**src/rtl/ram_rd_dc_pkg.sv**
```systemverilog
// Shared types, default widths and the address classifier for the RAM/IO
// read decoder (ram_rd_dc).
package ram_dc_pkg;

  // Where a read address lands in the data map
  typedef enum logic [1:0] {
    AD_RAM  = 2'd0,
    AD_IO   = 2'd1,
    AD_MISS = 2'd2
  } ad_class_e;

  // Default geometry of the data map
  localparam int unsigned DEF_DATA_W    = 16;
  localparam int unsigned DEF_ADDR_W    = 8;
  localparam int unsigned DEF_IO_BASE   = 65;
  localparam int unsigned DEF_RAM_DEPTH = 8;
  localparam int unsigned DEF_IO_NUM    = 2;
  localparam int unsigned DEF_MISS_W    = 8;

  // Classify an address. The IO window test checks a >= io_base before
  // subtracting, so an address below the window can never underflow into it.
  function automatic ad_class_e addr_class(input int unsigned a,
                                           input int unsigned ram_depth,
                                           input int unsigned io_base,
                                           input int unsigned io_num);
    ad_class_e cls;
    cls = AD_MISS;
    if (a < ram_depth) begin
      cls = AD_RAM;
    end else if ((a >= io_base) && ((a - io_base) < io_num)) begin
      cls = AD_IO;
    end
    return cls;
  endfunction

endpackage

```
**src/rtl/ram_rd_dc_if.sv**
```systemverilog
// Request/response bundle between the CPU data path (master) and the
// RAM/IO read decoder (slave).
interface ram_rd_dc_if
  import ram_dc_pkg::*;
#(
  parameter int unsigned DATA_W    = DEF_DATA_W,
  parameter int unsigned ADDR_W    = DEF_ADDR_W,
  parameter int unsigned RAM_DEPTH = DEF_RAM_DEPTH,
  parameter int unsigned IO_NUM    = DEF_IO_NUM,
  parameter int unsigned MISS_W    = DEF_MISS_W
);

  logic                        RD_REQ;
  logic [ADDR_W-1:0]           RAM_AD_IN;
  logic [RAM_DEPTH*DATA_W-1:0] RAM_FLAT;
  logic [IO_NUM*DATA_W-1:0]    IO_IN;
  logic                        MISS_CLR;

  logic [ADDR_W-1:0]           RAM_AD_OUT;
  logic [DATA_W-1:0]           RAM_OUT;
  logic                        RD_VALID;
  logic                        RD_MISS;
  logic [MISS_W-1:0]           MISS_CNT;

  // Data path side: issues requests, supplies RAM/IO contents, sees results
  modport master (
    output RD_REQ, RAM_AD_IN, RAM_FLAT, IO_IN, MISS_CLR,
    input  RAM_AD_OUT, RAM_OUT, RD_VALID, RD_MISS, MISS_CNT
  );

  // Decoder side
  modport slave (
    input  RD_REQ, RAM_AD_IN, RAM_FLAT, IO_IN, MISS_CLR,
    output RAM_AD_OUT, RAM_OUT, RD_VALID, RD_MISS, MISS_CNT
  );

endinterface

```
**src/rtl/ram_rd_dc_io_sync.sv**
```systemverilog
// Two-flop synchronizer for one input-port word. Only built when
// RAM_RD_DC_IO_SYNC_EN is defined; otherwise the ports are read directly
// and this module does not exist.
`ifdef RAM_RD_DC_IO_SYNC_EN
module io_sync #(
  parameter int unsigned DATA_W = 16
) (
  input  logic              clk,
  input  logic              rst,
  input  logic [DATA_W-1:0] d,
  output logic [DATA_W-1:0] q
);

  logic [DATA_W-1:0] meta_q, meta_d;
  logic [DATA_W-1:0] sync_q, sync_d;

  // Each stage simply takes the previous one
  always_comb begin
    meta_d = d;
    sync_d = meta_q;
  end

  // Synchronizer chain, cleared by reset
  always_ff @(posedge clk or posedge rst) begin
    if (rst) begin
      meta_q <= '0;
      sync_q <= '0;
    end else begin
      meta_q <= meta_d;
      sync_q <= sync_d;
    end
  end

  assign q = sync_q;

endmodule
`endif

```
**src/rtl/ram_rd_dc.sv**
```systemverilog
// Registered read decoder: returns one word from the RAM bank or an input
// port one clock after RD_REQ, flags unmapped addresses and counts them in a
// saturating counter.
// Macro RAM_RD_DC_IO_SYNC_EN: when defined, each input port passes through a
// two-flop synchronizer before the decode mux.
module ram_rd_dc
  import ram_dc_pkg::*;
#(
  parameter int unsigned DATA_W    = DEF_DATA_W,
  parameter int unsigned ADDR_W    = DEF_ADDR_W,
  parameter int unsigned RAM_DEPTH = DEF_RAM_DEPTH,
  parameter int unsigned IO_NUM    = DEF_IO_NUM,
  parameter int unsigned IO_BASE   = DEF_IO_BASE,
  parameter int unsigned MISS_W    = DEF_MISS_W
) (
  input  logic       CLK_DC,
  input  logic       RESET,
  ram_rd_dc_if.slave bus
);

  localparam logic [ADDR_W-1:0] IO_BASE_A = ADDR_W'(IO_BASE);
  localparam logic [MISS_W-1:0] CNT_MAX   = '1;

  // Reject maps that overlap or do not fit in the address space
  if (RAM_DEPTH < 1) begin : g_err_depth
    $error("ram_rd_dc: RAM_DEPTH must be at least 1");
  end
  if (IO_NUM < 1) begin : g_err_io_num
    $error("ram_rd_dc: IO_NUM must be at least 1");
  end
  if (RAM_DEPTH > IO_BASE) begin : g_err_overlap
    $error("ram_rd_dc: RAM window overlaps the IO window");
  end
  if ((64'(IO_BASE) + 64'(IO_NUM)) > (64'd1 << ADDR_W)) begin : g_err_io_range
    $error("ram_rd_dc: IO window exceeds the address space");
  end

  // Port values as seen by the decode mux
  logic [DATA_W-1:0] io_src [IO_NUM];

`ifdef RAM_RD_DC_IO_SYNC_EN
  for (genvar j = 0; j < IO_NUM; j++) begin : g_io_sync
    io_sync #(
      .DATA_W(DATA_W)
    ) u_io_sync (
      .clk(CLK_DC),
      .rst(RESET),
      .d  (bus.IO_IN[j*DATA_W +: DATA_W]),
      .q  (io_src[j])
    );
  end
`else
  for (genvar j = 0; j < IO_NUM; j++) begin : g_io_direct
    assign io_src[j] = bus.IO_IN[j*DATA_W +: DATA_W];
  end
`endif

  ad_class_e         ad_cls;
  logic [ADDR_W-1:0] io_off;
  logic [DATA_W-1:0] ram_word;
  logic [DATA_W-1:0] io_word;

  // Address decode: classify the address and pre-select the RAM and IO words
  always_comb begin
    ad_cls   = addr_class(32'(bus.RAM_AD_IN), RAM_DEPTH, IO_BASE, IO_NUM);
    io_off   = bus.RAM_AD_IN - IO_BASE_A;
    ram_word = '0;
    io_word  = '0;
    for (int i = 0; i < RAM_DEPTH; i++) begin
      if (bus.RAM_AD_IN == ADDR_W'(i)) begin
        ram_word = bus.RAM_FLAT[i*DATA_W +: DATA_W];
      end
    end
    for (int j = 0; j < IO_NUM; j++) begin
      if (io_off == ADDR_W'(j)) begin
        io_word = io_src[j];
      end
    end
  end

  logic [ADDR_W-1:0] ram_ad_out_q, ram_ad_out_d;
  logic [DATA_W-1:0] ram_out_q,    ram_out_d;
  logic              rd_valid_q,   rd_valid_d;
  logic              rd_miss_q,    rd_miss_d;
  logic [MISS_W-1:0] miss_cnt_q,   miss_cnt_d;

  // Next-state: capture data on a mapped hit, keep old data on a miss, and
  // let a clear coinciding with a miss leave the count at one
  always_comb begin
    ram_ad_out_d = ram_ad_out_q;
    ram_out_d    = ram_out_q;
    rd_valid_d   = 1'b0;
    rd_miss_d    = 1'b0;
    miss_cnt_d   = miss_cnt_q;

    if (bus.RD_REQ) begin
      rd_valid_d   = 1'b1;
      ram_ad_out_d = bus.RAM_AD_IN;
      case (ad_cls)
        AD_RAM:  ram_out_d = ram_word;
        AD_IO:   ram_out_d = io_word;
        default: rd_miss_d = 1'b1;
      endcase
    end

    if (bus.MISS_CLR) begin
      miss_cnt_d = rd_miss_d ? MISS_W'(1) : '0;
    end else if (rd_miss_d && (miss_cnt_q != CNT_MAX)) begin
      miss_cnt_d = miss_cnt_q + MISS_W'(1);
    end
  end

  // Output registers; reset drops any request in flight
  always_ff @(posedge CLK_DC or posedge RESET) begin
    if (RESET) begin
      ram_ad_out_q <= '0;
      ram_out_q    <= '0;
      rd_valid_q   <= 1'b0;
      rd_miss_q    <= 1'b0;
      miss_cnt_q   <= '0;
    end else begin
      ram_ad_out_q <= ram_ad_out_d;
      ram_out_q    <= ram_out_d;
      rd_valid_q   <= rd_valid_d;
      rd_miss_q    <= rd_miss_d;
      miss_cnt_q   <= miss_cnt_d;
    end
  end

  assign bus.RAM_AD_OUT = ram_ad_out_q;
  assign bus.RAM_OUT    = ram_out_q;
  assign bus.RD_VALID   = rd_valid_q;
  assign bus.RD_MISS    = rd_miss_q;
  assign bus.MISS_CNT   = miss_cnt_q;

endmodule

```
**src/flat_wrapper.sv**
```systemverilog
// flat-port wrapper written by rule: the top's interface ports become plain ports
module ram_rd_dc_flat import ram_dc_pkg::*;
#(
  parameter int unsigned DATA_W    = DEF_DATA_W,
  parameter int unsigned ADDR_W    = DEF_ADDR_W,
  parameter int unsigned RAM_DEPTH = DEF_RAM_DEPTH,
  parameter int unsigned IO_NUM    = DEF_IO_NUM,
  parameter int unsigned IO_BASE   = DEF_IO_BASE,
  parameter int unsigned MISS_W    = DEF_MISS_W
)
  (CLK_DC, RESET, bus_RD_REQ, bus_RAM_AD_IN, bus_RAM_FLAT, bus_IO_IN, bus_MISS_CLR, bus_RAM_AD_OUT, bus_RAM_OUT, bus_RD_VALID, bus_RD_MISS, bus_MISS_CNT);
  ram_rd_dc_if #(.DATA_W(DATA_W), .ADDR_W(ADDR_W), .RAM_DEPTH(RAM_DEPTH), .IO_NUM(IO_NUM), .MISS_W(MISS_W)) bus_i ();
  input  logic CLK_DC;
  input  logic RESET;
  input wire logic [$bits(bus_i.RD_REQ)-1:0] bus_RD_REQ;
  input wire logic [$bits(bus_i.RAM_AD_IN)-1:0] bus_RAM_AD_IN;
  input wire logic [$bits(bus_i.RAM_FLAT)-1:0] bus_RAM_FLAT;
  input wire logic [$bits(bus_i.IO_IN)-1:0] bus_IO_IN;
  input wire logic [$bits(bus_i.MISS_CLR)-1:0] bus_MISS_CLR;
  output wire logic [$bits(bus_i.RAM_AD_OUT)-1:0] bus_RAM_AD_OUT;
  output wire logic [$bits(bus_i.RAM_OUT)-1:0] bus_RAM_OUT;
  output wire logic [$bits(bus_i.RD_VALID)-1:0] bus_RD_VALID;
  output wire logic [$bits(bus_i.RD_MISS)-1:0] bus_RD_MISS;
  output wire logic [$bits(bus_i.MISS_CNT)-1:0] bus_MISS_CNT;
  assign bus_i.RD_REQ = bus_RD_REQ;
  assign bus_i.RAM_AD_IN = bus_RAM_AD_IN;
  assign bus_i.RAM_FLAT = bus_RAM_FLAT;
  assign bus_i.IO_IN = bus_IO_IN;
  assign bus_i.MISS_CLR = bus_MISS_CLR;
  assign bus_RAM_AD_OUT = bus_i.RAM_AD_OUT;
  assign bus_RAM_OUT = bus_i.RAM_OUT;
  assign bus_RD_VALID = bus_i.RD_VALID;
  assign bus_RD_MISS = bus_i.RD_MISS;
  assign bus_MISS_CNT = bus_i.MISS_CNT;
  ram_rd_dc #(.DATA_W(DATA_W), .ADDR_W(ADDR_W), .RAM_DEPTH(RAM_DEPTH), .IO_NUM(IO_NUM), .IO_BASE(IO_BASE), .MISS_W(MISS_W)) u_core (.CLK_DC(CLK_DC), .RESET(RESET), .bus(bus_i));
endmodule
```
**config.mk**
```make
export PLATFORM = sky130hd
export DESIGN_NAME = ram_rd_dc_flat
export DESIGN_NICKNAME = d
export VERILOG_FILES = /design/src/rtl/ram_rd_dc_pkg.sv /design/src/rtl/ram_rd_dc_if.sv /design/src/rtl/ram_rd_dc_io_sync.sv /design/src/rtl/ram_rd_dc.sv /design/src/flat_wrapper.sv
export SDC_FILE = /design/constraint.sdc
export NUM_CORES = 1
export LEC_CHECK = 0
export ABC_CLOCK_PERIOD_IN_PS = 2380
export BUFFER_PORTS_ARGS = -buffer_cell sky130_fd_sc_hd__buf_2
export CAP_MARGIN = 20
export CORE_ASPECT_RATIO = 1.1
export CORE_UTILIZATION = 42
export DETAILED_ROUTE_END_ITERATION = 7
export GPL_TIMING_DRIVEN = 0
export PLACE_DENSITY = 0.91
export SLEW_MARGIN = 20
export SYNTH_ARGS = -nofsm -noshare
export SYNTH_HDL_FRONTEND = slang
export SYNTH_SLANG_ARGS = --single-unit
```
**constraint.sdc**
```tcl
create_clock -name CLK_DC -period 2.38 [get_ports CLK_DC]
set_clock_uncertainty 0.2 [all_clocks]
set_input_delay 0.238 -clock CLK_DC [delete_from_list [all_inputs] [get_ports CLK_DC]]
set_output_delay 0.238 -clock CLK_DC [all_outputs]
set_load 0.05 [all_outputs]
```
---- After elaboration in Yosys (flattened, before gate mapping) ----
Cells that the tools add are included.
operators by class
  $add $sub $neg .......................... 3
  order comparisons ....................... 3
  equality and inequality tests ........... 10
  mux-type cells .......................... 19
  reductions and logical operators ........ 9
operators by type and width
  operator                                                                             count
  16-bit 2-to-1 mux                                                                    10
  8-bit by 3-bit == test with 1-bit output, second input constant                      4
  32-bit by 2-bit < comparator with 1-bit output, second input constant                1
  16-bit one-hot mux with 2 select lines                                               1
  8-bit by 1-bit == test with 1-bit output, second input constant                      2
  8-bit by 2-bit == test with 1-bit output, second input constant                      2
  8-bit logical NOT                                                                    2
  8-bit 2-to-1 mux                                                                     2
  8-bit by 7-bit subtractor with 9-bit output, second input constant                   1
  8-bit by 1-bit adder with 8-bit output, second input constant                        1
  8-bit by 7-bit greater-or-equal comparator with 1-bit output, second input constant  1
  8-bit by 4-bit < comparator with 1-bit output, second input constant                 1
  8-bit != test, second input constant                                                 1
  8-bit by 7-bit subtractor with 8-bit output, second input constant                   1
  1-bit 2-to-1 mux                                                                     4
  2-bit 2-to-1 mux                                                                     2
  2-bit nonzero test                                                                   2
  2-bit by 1-bit == test with 1-bit output, second input constant                      1
  1-bit logical AND                                                                    2
  2-bit logical NOT                                                                    1
  2-bit AND reduction                                                                  1
  2-bit OR reduction                                                                   1
word-level totals
  flip-flop bits (word level) ............. 34
  input bits .............................. 172
  output and inout bits ................... 34
  word-level logic and storage cells ...... 49

---- Logic depth before layout (Yosys ltp) ----
  depth after elaboration ................. 12
  mapped depth ............................ 9
  depth with buffers taken out ............ 7

---- Worst setup path before layout ----
No wires, ideal clock.
  path kind ............................... register to register
  from .................................... reg u_core.miss_cnt_q[0], in the netlist u_core.bus.MISS_CNT[0]
  to ...................................... reg u_core.miss_cnt_q[6], in the netlist u_core.bus.MISS_CNT[6]
  setup time .............................. 0.119 ns
  data arrival time ....................... 1.958 ns
  slack ................................... 0.103 ns
  stages on the path, launching flop included .. 7
  buffers on the path ..................... 0
  clock period less this slack ............ 2.277 ns
  cells stage by stage .................... dfrtp_1 > ha_1 > nand3_1 > o21ai_1 > or4_1 > o21a_1 > o21ba_2
between the ends
  longest elaborated chain between the ends .. 3
  elaborated cells between the ends (all ways) .. 6
  classes of those cells .................. 1 x add/sub; 1 x eq/ne; 2 x mux; 2 x reduce/logical
RTL lines
  element                                                                  RTL line                            source
  start: declaration                                                       ram_rd_dc.sv:85                     logic [MISS_W-1:0] miss_cnt_q, miss_cnt_d;
  start signal: assignment                                                 ram_rd_dc.sv:126                    miss_cnt_q <= miss_cnt_d;
  8-bit by 1-bit adder with 8-bit output or 8-bit != test (tied branches)  ram_rd_dc.sv:109, ram_rd_dc.sv:108
  8-bit 2-to-1 mux or 1-bit logical AND (tied branches)                    ram_rd_dc.sv:108                    end else if (rd_miss_d && (miss_cnt_q != CNT_MAX)) begin
  8-bit 2-to-1 mux or 2-bit nonzero test (tied branches)                   -
Several ways; a longest one is shown, not always the timed one. The select of a mux whose other input is x is not followed.
A chain may end at the register's enable or synchronous reset.

---- Worst setup path in the final report ----
  from .................................... in bus_RAM_AD_IN[0]
  to ...................................... reg u_core.ram_out_q[5], in the netlist u_core.bus.RAM_OUT[5]
between the ends
  longest elaborated chain between the ends .. 10
  elaborated cells between the ends (all ways) .. 33
  classes of those cells .................. 2 x add/sub; 3 x order compare; 9 x eq/ne; 13 x mux; 6 x reduce/logical
RTL lines
  element                                                                                  RTL line            source
  start: declaration                                                                       flat_wrapper.sv:16  input wire logic [$bits(bus_i.RAM_AD_IN)-1:0] bus_RAM_AD_IN;
  branches (longest 10 deep; another with 32-bit by 2-bit < comparator with 1-bit output)  -
  end signal: assignment                                                                   ram_rd_dc.sv:123    ram_out_q <= ram_out_d;
  end: declaration                                                                         ram_rd_dc.sv:82     logic [DATA_W-1:0] ram_out_q, ram_out_d;
Parallel ways; which one is timed is not known.

==> impl_results.md <==
* Count of final setup violators at 0
* Cell taking the most area after synthesis: dfrtp_1
* DP HPWL at 9.54 mm
* Initial DRT Pass Iterations at 5
* Largest net degree at the start of global routing at 35
* Netlist cell types at 45
* Core area at 0.00659 mm^2
* Vias in the first global route at 3742
* Startpoint Class: input pin
* Total Power at 1.70 mW
* GP Congestion at 0.951
* Required @ worst endpoint at 2370 ps
* Number of diodes at 0
* Reg2Reg Setup Slack at 100 ps
* Final worst path period need at 2320 ps
* Reg2reg path depth at 6
* Clk sinks at 34
* #FFs+latches synth at 34
* Setup TNS at 0 ps
* Synth top area cells: dfrtp_1 30%, a221oi_1 12%, o22ai_1 6.4%
* Most frequent cell after synthesis: a221oi_1
* Final Slew Violations at 0
* WS Path Type: in -> reg
* Crit path max fanout at 10
* Grt ovf at 0
* Worst hold path endpoint: u_core.bus.RAM_AD_OUT[6]$_DFFE_PP0P_
* Remaining antenna violation count at 0
* Sequential Power Share at 36.7%
* Sw Pwr at 0.619 mW
* Final core occ at 64.4%
* CTS Root Cell: clkbuf_8
* Synth cell count leaders: 39 x a221oi_1, 34 x dfrtp_1, 29 x o22ai_1
* Share of cells above drive strength 1 at 50.6%
* Reg2reg end: u_core.bus.MISS_CNT[6]$_DFFE_PP0P_
* CTS tree: built
* DRC errors left at 0
* First-iteration detailed-routing DRC count at 352
* Status: finished clean
* Avg WL per Cell at 20.1 um
* Chip width at 80.6 um
* Ys async rst share at 100%
* Syn avg cell area at 8.71 um^2
* Max-cap violations at 0
* H-tree levels at 2
* Area grow syn2layout at 48.6%
* P_int at 1.08 mW
* Routed via count at 3977
* Hold depth at 2
* Routed wire length at 12.5 mm
* Clock Power Share at 27.5%
* Switch share at 36.5%
* Worst VDD drop at 0.256 mV
* Final #Nets at 719
* Sequential element share of the synthesized area at 29.8%
* WHS at 43.3 ps
* Max Freq at 0.430 GHz
* Pwr Density at 400 mW/mm^2
* Top-area cell type share of the netlist area at 29.8%
* Predominant post-synthesis flop cell: dfrtp_1
* Clock transition at path regs at 70 ps
* RSZ-0062 raised after global routing: true
* Slew HR at 42.2%
* FF-to-FF Start: u_core.bus.MISS_CNT[0]$_DFFE_PP0P_
* Worst EP arrival at 2310 ps
* Setup crit end kind: flip-flop
* Worst skew pair latency at 300 ps
* Clock Path Buffers at 2
* Vias per cell at 6.37
* Initial antenna violation count at 0
* HP Start: bus_RAM_AD_IN[6]
* Die area at 0.00714 mm^2
* Final worst path period share at 97.6%
* Row count at 31
* Final-report hold violation count at 0
* DIE HEIGHT at 88.5 um
* CTS buffer count at 5
* All-Layer GR Usage at 34.1%
* Synth warn at 0
* IO Port Bufs at 205
* Hold Crit Class: in -> reg
* Wire length of the first global-routing pass at 18.2 mm
* Static Leak at 2.02 nW
* Comb power frac at 35.8%
* Post-Synthesis Cells at 328
* Cell Area, Synth at 0.00286 mm^2
* # fillers at 591
* Worst-margin pin slew at 861 ps
* Initial Util at 43.3%
* I/O Pins at 206
* EDFF count, synth at 0
* Synth Net Count at 506
[layer usage]
| metal | wire, um | track usage, % | up-vias |
|---|---|---|---|
| met3 | 1170 | 5.26 | 41 |
| met2 | 6240 | 59.3 | 275 |
| li1 | - | - | 1784 |
| met5 | 0 | 0 | - |
| met1 | 4720 | 41.9 | 1877 |
| met4 | 389 | 13.8 | 0 |
[worst max path at each step]
stage,cells after the start,slack [ps],endpoint,start
final,10,60,u_core.bus.RAM_OUT[5]$_DFFE_PP0P_,bus_RAM_AD_IN[0]
after global routing,7,-90,u_core.bus.RAM_OUT[1]$_DFFE_PP0P_,bus_RAM_AD_IN[4]
after CTS,10,5,u_core.bus.RAM_OUT[15]$_DFFE_PP0P_,bus_RAM_AD_IN[0]
after detailed placement,9,-660,u_core.bus.RAM_OUT[7]$_DFFE_PP0P_,bus_RAM_AD_IN[1]
after global placement,9,-560,u_core.bus.RAM_OUT[12]$_DFFE_PP0P_,bus_RAM_AD_IN[1]
after floorplan,6,100,u_core.bus.MISS_CNT[6]$_DFFE_PP0P_,u_core.bus.MISS_CNT[0]$_DFFE_PP0P_
[final cells by class]
class / instances / area [um^2] / share of cell area [%]
Timing Repair Buffer: 208 / 1060 / 24.9
Clock inverter: 2 / 12.5 / 0.295
Inverter: 10 / 38.8 / 0.914
Sequential cell: 34 / 851 / 20.0
Clock buffer: 6 / 82.6 / 1.95
Tap cell: 82 / 103 / 2.42
Multi-Input combinational cell: 252 / 1950 / 45.9
Buffer: 30 / 153 / 3.60
[registers in the layout, summed over array words and instances (netlist names)]
signal and flops:
u_core.bus.RD_MISS 1, u_core.bus.RAM_AD_OUT 8, u_core.bus.RAM_OUT 16, u_core.bus.MISS_CNT 8, u_core.bus.RD_VALID 1
[cells by family after synthesis]
family | Yosys count | synth area share [%]
AO/OA/AOI/OAI | 160 | 41.5
AND/OR/NAND/NOR | 68 | 12.8
buffers and inverters | 42 | 6.22
flip-flops | 34 | 29.8
multiplexers | 18 | 7.01
adder cells (fa/ha/maj) | 6 | 2.63
[critical path: stages]
cell,delay [ps]
clkbuf_4,150
ha_1,210
buf_2,180
or2_2,280
buf_2,190
buf_4,200
a221oi_1,310
o32ai_1,120
o2bb2ai_1,150
mux2_2,260
[timing repair]
item,in CTS,in global routing
endpoints found under the setup margin,14,20
gates cloned,0,0
hold buffers,2,0
resized for setup,16,34
setup buffers,0,1
pin swaps,1,3
endpoints found under the hold margin,35,0
[power by group through the flow]
stage / logic, mW / clock network [mW] / registers (mW)
final: 0.607 / 0.466 / 0.623
after global routing: 0.647 / 0.496 / 0.625
after CTS: 0.583 / 0.470 / 0.622
after detailed placement: 0.570 / 0 / 0.633
after global placement: 0.554 / 0 / 0.631
after floorplan: 0.214 / 0 / 0.731
[through the flow]
| step | cell area, um^2 | instances | worst slack (ps) |
|---|---|---|---|
| floorplan | 2860 | 328 | 103 |
| global placement | 3990 | 615 | -559 |
| detailed placement | 3990 | 615 | -660 |
| CTS | 4150 | 625 | 4.55 |
| global route | 4250 | 624 | -87.7 |
| finish | 4250 | 624 | 56.5 |
[placed cells by master (no fill, tap or decap), types with 4 or more instances in the layout]
cell and n:
nand2b_1 7, nand3_1 5, o32ai_1 6, clkbuf_1 9
dfrtp_1 34, nor3_1 8, o21ai_0 20, a221oi_1 36
mux2_2 16, o31ai_1 20, clkbuf_8 6, a22oi_1 9
or2_2 4, nor2_1 10, nor2b_1 8, a22o_1 8
inv_1 8, clkbuf_2 10, o2bb2ai_1 4, nand2_1 10
buf_2 210, ha_1 5, o211ai_1 4, a211oi_1 7
o22ai_1 29
No activity file was read; power rests on OpenSTA's default activity.
